**src/rtl/pc_unit.sv**
```systemverilog
`default_nettype none
// ============================================================================
// Module   : pc_unit
// Brief    : Program counter with branch/jump/jr selection, kernel-mode flag,
//            pending-interrupt latch and exception/interrupt vectoring.
// Revision : 1.0
// ============================================================================
module pc_unit #(
  parameter logic [31:0] RESET_VEC = 32'h80000000,
  parameter logic [31:0] IRQ_VEC   = 32'h80000004,
  parameter logic [31:0] EXC_VEC   = 32'h80000008
) (
  input  logic        clk,
  input  logic        reset,
  input  logic        Stall,
  input  logic [1:0]  PCSrc,
  input  logic        BranchCond,
  input  logic [15:0] Imm16,
  input  logic [25:0] JTarget,
  input  logic [31:0] RsData,
  input  logic        IRQ,
  input  logic        Exception,
  output logic [31:0] PC,
  output logic [31:0] PCPlus4,
  output logic        pchigh,
  output logic        Interrupt
);

  localparam logic [1:0] SRC_SEQ    = 2'b00;
  localparam logic [1:0] SRC_BRANCH = 2'b01;
  localparam logic [1:0] SRC_JUMP   = 2'b10;
  localparam logic [1:0] SRC_JR     = 2'b11;

  logic [31:0] pc_q, pc_d;
  logic        irq_pend_q, irq_pend_d;
  logic        exc_take;
  logic [31:0] br_off, br_sum, br_target, next_pc;

  // The increment never touches bit 31: kernel mode is left only through jr.
  assign PCPlus4   = {pc_q[31], pc_q[30:0] + 31'd4};
  assign PC        = pc_q;
  assign pchigh    = pc_q[31];
  assign exc_take  = Exception & ~pchigh;
  assign Interrupt = irq_pend_q & ~pchigh & ~Exception & ~Stall;

  assign br_off    = {{14{Imm16[15]}}, Imm16, 2'b00};
  assign br_sum    = PCPlus4 + br_off;
  assign br_target = (br_sum & 32'h7fffffff) | {pc_q[31], 31'd0};

  always_comb begin
    next_pc = PCPlus4;
    if (exc_take) begin
      next_pc = EXC_VEC;
    end else if (Interrupt) begin
      next_pc = IRQ_VEC;
    end else begin
      case (PCSrc)
        SRC_SEQ:    next_pc = PCPlus4;
        SRC_BRANCH: next_pc = BranchCond ? br_target : PCPlus4;
        SRC_JUMP:   next_pc = {pc_q[31:28], JTarget, 2'b00};
        SRC_JR:     next_pc = RsData;
        default:    next_pc = PCPlus4;
      endcase
    end
  end

  always_comb begin
    pc_d = pc_q;
    if (!Stall) begin
      pc_d = next_pc & ~32'd3;
    end
  end

  // Interrupt already implies no stall; a new request on the same edge wins.
  always_comb begin
    irq_pend_d = irq_pend_q;
    if (Interrupt) begin
      irq_pend_d = 1'b0;
    end
    if (IRQ) begin
      irq_pend_d = 1'b1;
    end
  end

  always_ff @(posedge clk) begin
    if (reset) begin
      pc_q       <= RESET_VEC;
      irq_pend_q <= 1'b0;
    end else begin
      pc_q       <= pc_d;
      irq_pend_q <= irq_pend_d;
    end
  end

endmodule
`default_nettype wire

```
**config.mk**
```make
export PLATFORM = sky130hd
export DESIGN_NAME = pc_unit
export DESIGN_NICKNAME = d
export VERILOG_FILES = /design/src/rtl/pc_unit.sv
export SDC_FILE = /design/constraint.sdc
export NUM_CORES = 1
export LEC_CHECK = 0
export CAP_MARGIN = 5
export CORE_MARGIN = 3
export CORE_UTILIZATION = 35
export CTS_CLUSTER_SIZE = 8
export DETAILED_ROUTE_END_ITERATION = 12
export DONT_BUFFER_PORTS = 1
export GPL_TIMING_DRIVEN = 1
export SETUP_SLACK_MARGIN = 0.5
export SYNTH_ARGS = -nofsm -noshare
export SYNTH_HDL_FRONTEND = slang
export SYNTH_SLANG_ARGS = --single-unit
```
**constraint.sdc**
```tcl
create_clock -name clk -period 5.46 [get_ports clk]
set_input_delay 1.092 -clock clk [delete_from_list [all_inputs] [get_ports clk]]
set_output_delay 1.092 -clock clk [all_outputs]
set_load 0.02 [all_outputs]
```
Word level (Yosys, flattened, before mapping)
Cells that the tools add are included.
Widths: inputs -> output; s select.
{"block": "totals", "regBits": 31, "inputBits": 82, "output_inout_bits": 66, "elab_cells": 30}
{"block": "op_classes", "n_addsub": 2, "eq_ne": 6, "muxes": 6, "bitwise": 8, "n_reduce_logical": 4}
{"operator": "$pmux 32 s4", "count": 1}
{"operator": "$mux 32", "count": 3}
{"operator": "$or 31x32->32", "count": 1}
{"operator": "$add 31x3->31 const B", "count": 1}
{"operator": "$add 31x31->31", "count": 1}
{"operator": "$ne 3x3->1 const B", "count": 2}
{"operator": "$and 1x1->1", "count": 4}
{"operator": "$eq 2x2->1 const B", "count": 2}
{"operator": "$ne 4x4->1 const B", "count": 1}
{"operator": "$reduce_and 4->1", "count": 1}
{"operator": "$not 1->1", "count": 3}
{"operator": "$eq 2x1->1 const B", "count": 1}
{"operator": "$logic_not 2->1", "count": 1}
{"operator": "$mux 1", "count": 2}
{"operator": "$reduce_and 2->1", "count": 1}
{"operator": "$reduce_bool 2->1", "count": 1}

Depth between registers and ports, before layout
{"block": "depth", "depth_word": 7, "mapped_depth": 18, "ltp_nobuf": 17}

Least setup slack after synthesis
No wires, ideal clock.
{"block": "synth_path", "kind": "flip-flop to flip-flop", "start": "register pc_q[9], in the netlist PC[9]", "end": "register pc_q[30], in the netlist PC[30]", "setup_ns": 0.067, "t_arrival_ns": 3.933, "required_time_ns": 5.393, "path_slack_ns": 1.460, "stages_incl_launch_ff": 19, "path_buffers": 1, "period_less_slack_ns": 4.000, "path_cell_list": "dfxtp_1 -> and4_4 -> and3_1 -> buf_6 -> nand3_1 -> or2_1 -> nor2_1 -> nand2_1 -> xnor2_1 -> ha_1 -> a211oi_1 -> o21ai_0 -> a211oi_1 -> nor2_1 -> nor3_1 -> o21ai_0 -> xor2_1 -> mux2_2 -> o21ai_2"}
{"block": "synth_between", "elab_chain_len": 7}
{"item": "from (decl)", "line_no": "34", "text": "logic [31:0] pc_q, pc_d;"}
{"item": "from (signal assigned)", "line_no": "90", "text": "pc_q <= pc_d;"}
{"item": "$add 31x3->31", "line_no": "40", "text": "assign PCPlus4 = {pc_q[31], pc_q[30:0] + 31'd4};"}
{"item": "net PCPlus4[23]", "line_no": "24", "text": "output logic [31:0] PCPlus4,"}
{"item": "$add 31x31->31", "line_no": "47", "text": "assign br_sum = PCPlus4 + br_off;"}
{"item": "$or 31x32->32", "line_no": "48", "text": "assign br_target = (br_sum & 32'h7fffffff) | {pc_q[31], 31'd0};"}
{"item": "$mux 32", "line_no": "59", "text": "SRC_BRANCH: next_pc = BranchCond ? br_target : PCPlus4;"}
{"item": "$pmux 32 s4", "line_no": "57", "text": "case (PCSrc)"}
{"item": "$mux 32", "line_no": "54", "text": "end else if (Interrupt) begin"}
{"item": "$mux 32", "line_no": "52", "text": "if (exc_take) begin"}
The timed path passes the listed nets, and every way through them passes these cells. The select of a mux whose other input is x is not followed.
A chain may end at the register's enable or synchronous reset.

Worst setup path in the final report
{"block": "layout_path", "start": "register pc_q[2], in the netlist PC[2]", "end": "register pc_q[30], in the netlist PC[30]"}
The elaborated chain is that of the path after synthesis.

==> impl_metrics.toml <==
[outcome]
status = "completed"

[clock_network]
cts_buffers = 5
ctsHoldBuffers = 0
cts_tree = "yes"
clockRootBuffer = "clkbuf_16"
worstSkewPairLatency_ns = 0.29
cts_resized = 0
clk_pin_slew_worst_paths_ns = 0.06
numClockSinks = 31
h-tree-depth = 2
postCtsSetupRepairBufs = 0
cts_buffer_depth = 2

[critical_path]
path_class = "reg -> reg"
crit_buf_inv = 0
worstPathRequired_ns = 5.68
crit_cells = 15
worst_r2r_path_depth = 15
rr_startpoint = "PC[2]"
cp.arrival_ns = 4.62
rrSetupSlack_ns = 1.06
end_kind = "register"
slowest_stage = "dfxtp_1"
path_common_cell = "nand3_1"
critical-path-top-delay-family = "simple AND/OR/NAND/NOR gates"
cp_cell_sequence = "ha_1 > nand3_1 > nor2_1 > nand3_1 > nor2_1 > xor2_1 > ha_1 > nand3_1 > a21oi_1 > and3_1 > o21ai_2 > o21ai_0 > xor2_1 > mux2_2 > o21ai_2"
cp-start-kind = "register"
cp_max_fo = 7
cpPeakStageDelay_ns = 0.57
r2r-end = "PC[30]"

[pwr]
p_per_area_mw_per_mm2 = 213
comb_power_share = 0.370
power_leakage_uw = 0.00181
switching_power_uw = 382
p_int_uw = 554
clock_power_share = 0.317
irDropWorstVdd_mv = 0.108
switching_share = 0.408
seqPwrFrac = 0.313

[logic_synthesis]
ys_async_sr_fraction = 0
ys_warn_count = 0
yosysSeqAreaShare = 0.151
ys_ff_latch = 31
ys_types = 61
synth_cells = 569
synth_edf_count = 0
ys.flop_type = "dfxtp_1"
syn-cell-area_sq_mm = 0.00411
avgSynthCellArea_sq_um = 7.22

[route]
dr.pass1.iters = 5
vias = 4191
antenna_left = 0
drc_errors = 0
drt_iter0_drc = 235
vias_per_cell = 5.97
wl_per_cell_microns = 19.9
wirelength_mm = 14.0

[sta]
finClkSkew_ns = 0.00579
fmaxAchievable_mhz = 227
period_needed_ns = 4.40
setup_viol = 0
setup_tns_ns = 0
rsz0062_at_grt = "no"
period_share = 0.806
hold_viol = 0
final_max_slew_viol_count = 0
tightest_slew_ns = 0.783
relSlewSlack = 0.475

[placement]
dp_hpwl_mm = 10.8
gp_congestion = 0.912
dpl-instance-area_sq_mm = 0.00424
port_buffers = 0

[job]
cap_viol_max_count = 0

[finish]
nFillCells = 1212
area_delta_synth_final_pct = 6.95
final_area_sq_mm = 0.00439
finalNetCount = 678
drive_above_1_share = 0.0872
diodes = 0

[worst_hold_path]
worst_hold_path.endpoint = "irq_pend_q"
hold_depth = 2
min_from = "irq_pend_q"
hold_path_class = "reg -> reg"

[global_routing]
track_usage = 0.207
antenna_found_initial = 0
grt_max_degree = 55
grt_pass1_wl_mm = 21.7
grt_pass1_vias = 4062
grt.overflow.total = 0

[floorplan]
ios = 148
die_y_microns = 114
die_w_microns = 114
core_sq_mm = 0.0111
placementRows = 38
start_util = 0.369
dieArea_sq_mm = 0.0131
[logic make-up after synthesis]
family,count (synthesis),share of synthesized area
other cells,1,0.000913
mux,28,0.0725
fa+ha+maj,35,0.108
buf+inv,50,0.0542
simple gates,191,0.224
xor+xnor,47,0.100
compound gates,186,0.289
flops,31,0.151
[synthesized netlist by cell type (4+ instances only)]
| master | n | area share |
|---|---|---|
| a21oi_1 | 55 | 0.067 |
| nand2_1 | 53 | 0.048 |
| nor2_1 | 53 | 0.048 |
| o21ai_0 | 48 | 0.059 |
| ha_1 | 34 | 0.10 |
| xnor2_1 | 32 | 0.068 |
| dfxtp_1 | 31 | 0.15 |
| nand3_1 | 21 | 0.026 |
| clkbuf_1 | 19 | 0.017 |
| inv_1 | 18 | 0.016 |
| a211oi_1 | 15 | 0.027 |
| xor2_1 | 15 | 0.032 |
| mux2_2 | 14 | 0.038 |
| mux2i_1 | 14 | 0.034 |
| nand2b_1 | 12 | 0.018 |
| nor3_1 | 11 | 0.013 |
| a21o_1 | 9 | 0.016 |
| nand4_1 | 9 | 0.014 |
| a22oi_1 | 8 | 0.015 |
| and3_1 | 8 | 0.012 |
| a22o_1 | 6 | 0.013 |
| buf_4 | 6 | 0.011 |
| nor2b_1 | 5 | 0.0076 |
| or3_1 | 5 | 0.0076 |
| a31oi_1 | 4 | 0.0061 |
| and4_1 | 4 | 0.0085 |
| buf_2 | 4 | 0.0049 |
[metrics by stage]
stage | cells | power (uW) | util | hold WS [ns] | worst slack [ns]
2_1_floorplan | 572 | 571 | - | 0.466 | 1.46
3_3_place_gp | 694 | 633 | 0.381 | 0.485 | 1.08
3_5_place_dp | 694 | 638 | 0.381 | 0.498 | 1.05
4_1_cts | 702 | 937 | 0.395 | 0.515 | 1.02
5_1_grt | 702 | 990 | 0.395 | 0.567 | 0.658
6_report | 702 | 935 | 0.395 | 0.518 | 1.06
[power by group through the flow]
stage                     Clock (uW)  Combinational [uW]  Sequential, uW
after floorplan                    0                 284             287
after global placement             0                 335             298
after detailed placement           0                 340             298
after CTS                        302                 342             293
after global routing             312                 382             296
final                            296                 346             293
[worst max path at each step]
stage,endpoint,slack [ns],startpoint
final,PC[30],1.06,PC[2]
after global routing,PC[30],0.66,PC[2]
after CTS,PC[30],1.02,PC[2]
after detailed placement,PC[30],1.05,PC[2]
after global placement,PC[30],1.08,PC[2]
after floorplan,PC[30],1.46,PC[9]
[registers in the layout, indices dropped and copies added (netlist names)]
register    cells
PC             30
irq_pend_q      1
[metal layers]
layer | GRT usage | share of wire
met1 | 0.263 | 0.44
met2 | 0.353 | 0.48
met3 | 0.0560 | 0.074
met4 | 0.0396 | 0.010
met5 | 0 | 0
[worst register-to-register path, stage by stage, from the launching register on]
cell	delay, ns
dfxtp_1	0.57
ha_1	0.26
nand3_1	0.15
nor2_1	0.43
nand3_1	0.22
nor2_1	0.17
xor2_1	0.55
ha_1	0.37
nand3_1	0.16
a21oi_1	0.20
and3_1	0.25
o21ai_2	0.10
o21ai_0	0.23
xor2_1	0.21
mux2_2	0.36
o21ai_2	0.12
[cell usage in the layout, fill, tap and decap left out, types with 8 or more instances in the layout]
master,instances
a211oi_1,15
a21o_1,9
a21oi_1,55
a22oi_1,8
and3_1,8
buf_4,14
dfxtp_1,31
ha_1,34
inv_1,18
mux2_2,14
mux2i_1,14
nand2_1,53
nand2b_1,12
nand3_1,21
nand4_1,9
nor2_1,53
nor3_1,11
o21ai_0,48
xnor2_1,32
xor2_1,15
[final cells by class]
type                    count  area (sq um)  share of cell area
clock inverters             3          23.8             0.00541
clock buffers               5           125              0.0285
multi-input cells         491          3270               0.746
well taps                 140           175              0.0399
repair buffers             14           105              0.0239
flip-flops and latches     31           621               0.141
inverters                  18          67.6              0.0154
Power figures use the tool's default switching activity.
==> RTL change (same flow settings) <==
Add an input register stage for `JTarget` and `IRQ`, cleared by the reset; this delays them by one clock. The other inputs are not delayed to match.
--- a/src/rtl/pc_unit.sv
+++ b/src/rtl/pc_unit.sv
@@ -31,6 +31,19 @@
   localparam logic [1:0] SRC_JUMP   = 2'b10;
   localparam logic [1:0] SRC_JR     = 2'b11;
 
+  logic [25:0] JTarget_q;
+  logic IRQ_q;
+
+  always_ff @(posedge clk) begin
+    if (reset) begin
+      JTarget_q <= '0;
+      IRQ_q     <= '0;
+    end else begin
+      JTarget_q <= JTarget;
+      IRQ_q     <= IRQ;
+    end
+  end
+
   logic [31:0] pc_q, pc_d;
   logic        irq_pend_q, irq_pend_d;
   logic        exc_take;
@@ -57,7 +70,7 @@
       case (PCSrc)
         SRC_SEQ:    next_pc = PCPlus4;
         SRC_BRANCH: next_pc = BranchCond ? br_target : PCPlus4;
-        SRC_JUMP:   next_pc = {pc_q[31:28], JTarget, 2'b00};
+        SRC_JUMP:   next_pc = {pc_q[31:28], JTarget_q, 2'b00};
         SRC_JR:     next_pc = RsData;
         default:    next_pc = PCPlus4;
       endcase
@@ -77,7 +90,7 @@
     if (Interrupt) begin
       irq_pend_d = 1'b0;
     end
-    if (IRQ) begin
+    if (IRQ_q) begin
       irq_pend_d = 1'b1;
     end
   end
Check against the original RTL: not equivalent (Yosys sat finds a counterexample within 4 cycles, from zero or initial values and one cycle with reset high).
==> RTL change against the original RTL <==
  * Cell count up 11%
  * Die area up 16%
  * Worst setup slack worse by 0.31 ns
  * Global-route usage down 0.54 points
  * Synthesized area up 17%
  * Sequential cell count up 27
  * Sequential power up 69%
  * First-iteration DRC count up 79%
  * Hold slack worse by 0.079 ns
  * Wire length up 9.4%
  * Total power up 54%
  * Cell area up 21%
  * Critical path depth unchanged
  * Highest routed layer unchanged
==> RTL change: results (changes against the original RTL) <==
| Stage | Quantity | This run | Delta |
|:---|:---|:---|:---|
| grt | Wire length of the first global-routing pass | 23600 um | was 21700 um |
| logic synthesis | Dominant cells by area after synthesis | dfxtp_1 24%, ha_1 8.8%, a21oi_1 5.2% | was dfxtp_1 15%, ha_1 10%, xnor2_1 6.8% |
| power | Switching power | 444 uW | was 382 uW |
| detailed routing | Routed length on met2 | 6950 um | was 6660 um |
| run status | Outcome | completed | unchanged |
| power | Pleak | 0.00223 uW | was 0.00181 uW |
| cells and area | Filler cells | 1385 | was 1212 |
| detailed routing | Met3 WL post-DR | 1240 um | was 1030 um |
| logic synthesis | Number of warnings issued by yosys | 0 | unchanged |
| clock tree | Clock latency on the worst-skew pair | 0.33 ns | was 0.29 ns |
| detailed routing | Total number of vias | 4486 | was 4191 |
| worst setup path | Worst reg2reg startpoint | PC[18]$_SDFFE_PP0N_ | was PC[2]$_SDFFE_PP0N_ |
| cells and area | Final Net Count | 718 | was 678 |
| logic synthesis | Fraction of the yosys area taken by sequential cells | 24.1% | was 15.1% |
| worst setup path | Crit path arrival time | 4.95 ns | was 4.62 ns |
| grt | Global-route usage over all layers | 20.1% | was 20.7% |
| grt | Grt met2 use | 30.8% | was 35.3% |
| grt | Met1 global-route usage | 27.5% | was 26.3% |
| worst setup path | Reg-to-reg slack, setup | 0.75 ns | was 1.06 ns |
| detailed routing | Met1 WL | 6800 um | was 6140 um |
| grt | Via count of the first global-routing pass | 4359 | was 4062 |
| logic synthesis | Top post-synthesis cells by count | 58 x dfxtp_1, 57 x nand2_1, 50 x a21oi_1, 46 x nor2_1 | was 55 x a21oi_1, 53 x nand2_1, 53 x nor2_1, 48 x o21ai_0, 34 x ha_1 |
| power | Highest ir drop seen on vdd | 0.230 mV | was 0.108 mV |
| detailed routing | Count of routing violations after the opening detailed-route iteration | 421 | was 235 |
| clock tree | Total clock buffers created by CTS | 9 | was 5 |
| cells and area | Share of layout cells above drive strength 1 | 9.08% | was 8.72% |
| placed design | DPL Wire Length | 12100 um | was 10800 um |
| detailed routing | Mean routed wirelength per cell | 19.5 um | was 19.9 um |
| worst setup path | Maximum fanout encountered on the critical timing path | 6 | was 7 |
| timing | Post-route clock skew | 0.00559 ns | was 0.00579 ns |
| hold path | Beginning of the worst hold path | IRQ_q$_SDFF_PP0_ | was irq_pend_q$_SDFFE_PP0P_ |
| clock tree | Maximum level of the CTS H-tree | 3 | was 2 |
## RTL change: changes by cell type after synthesis, moves of 7 or more
cell	delta
a211oi_1	-8
nor2b_1	+32
nor2_1	-7
o21ai_0	-11
xor2_1	+7
dfxtp_1	+27
## RTL change: cell families after synthesis
| family | count (synthesis) | share of synthesized area, % |
|---|---|---|
| AO/OA/AOI/OAI | 168 | 22.8 |
| XOR/XNOR | 50 | 9.25 |
| adder cells (fa/ha/maj) | 35 | 9.25 |
| buffers and inverters | 56 | 5.15 |
| flip-flops | 58 | 24.1 |
| multiplexers | 29 | 6.55 |
| other | 1 | 0.0779 |
| AND/OR/NAND/NOR | 214 | 22.7 |
## RTL change: worst max path at each step
stage / startpoint / to / slack, ns / depth (start not counted)
after global placement: PC[2]$_SDFFE_PP0N_ / PC[19]$_SDFFE_PP0N_ / 0.83 / 16
after global routing: PC[9]$_SDFFE_PP0N_ / PC[19]$_SDFFE_PP0N_ / 0.50 / 16
after floorplan: PC[2]$_SDFFE_PP0N_ / PC[19]$_SDFFE_PP0N_ / 1.17 / 16
final: PC[18]$_SDFFE_PP0N_ / PC[30]$_SDFFE_PP0P_ / 0.75 / 15
after CTS: PC[18]$_SDFFE_PP0N_ / PC[30]$_SDFFE_PP0P_ / 0.72 / 15
after detailed placement: PC[18]$_SDFFE_PP0N_ / PC[30]$_SDFFE_PP0P_ / 0.76 / 15
## RTL change: through the flow
step           cells  setup slack, ns  hold slack [ns]  power [uW]  cell area (um^2)
4_1_cts          782            0.719            0.440        1450              5290
3_3_place_gp     766            0.829            0.422         832              4970
5_1_grt          782            0.502            0.466        1510              5300
3_5_place_dp     766            0.760            0.428         840              4970
6_report         782            0.747            0.439        1440              5300
2_1_floorplan    614             1.17            0.413         771              4820
## RTL change: area by class of cell
cell class	instances	area, um^2	share of cell area, %
timing repair buffer	13	97.6	1.84
inverter	19	71.3	1.35
sequential	58	1160	21.9
tap	176	220	4.16
clock inverter	5	77.6	1.46
multi-input combinational	500	3420	64.7
clock buffer	11	243	4.58
## RTL change: critical path, cell delays in order, from the launching register on
cell      delay, ns
dfxtp_1        0.57
nand4_1        0.27
nor4_4         0.44
and4_1         0.41
nand3_1        0.13
xor2_1         0.31
inv_1          0.22
ha_1           0.41
a21o_1         0.19
a21oi_1        0.27
a31oi_1        0.15
or3_1          0.36
o21bai_1       0.17
xnor2_1        0.18
or3_1          0.33
a31oi_1        0.19
## RTL change: power groups by stage
stage | combinational (uW) | sequential, uW | clock (uW)
after global placement | 330 | 502 | 0
after CTS | 341 | 494 | 611
after global routing | 379 | 497 | 637
after floorplan | 277 | 494 | 0
after detailed placement | 337 | 503 | 0
final | 345 | 494 | 601
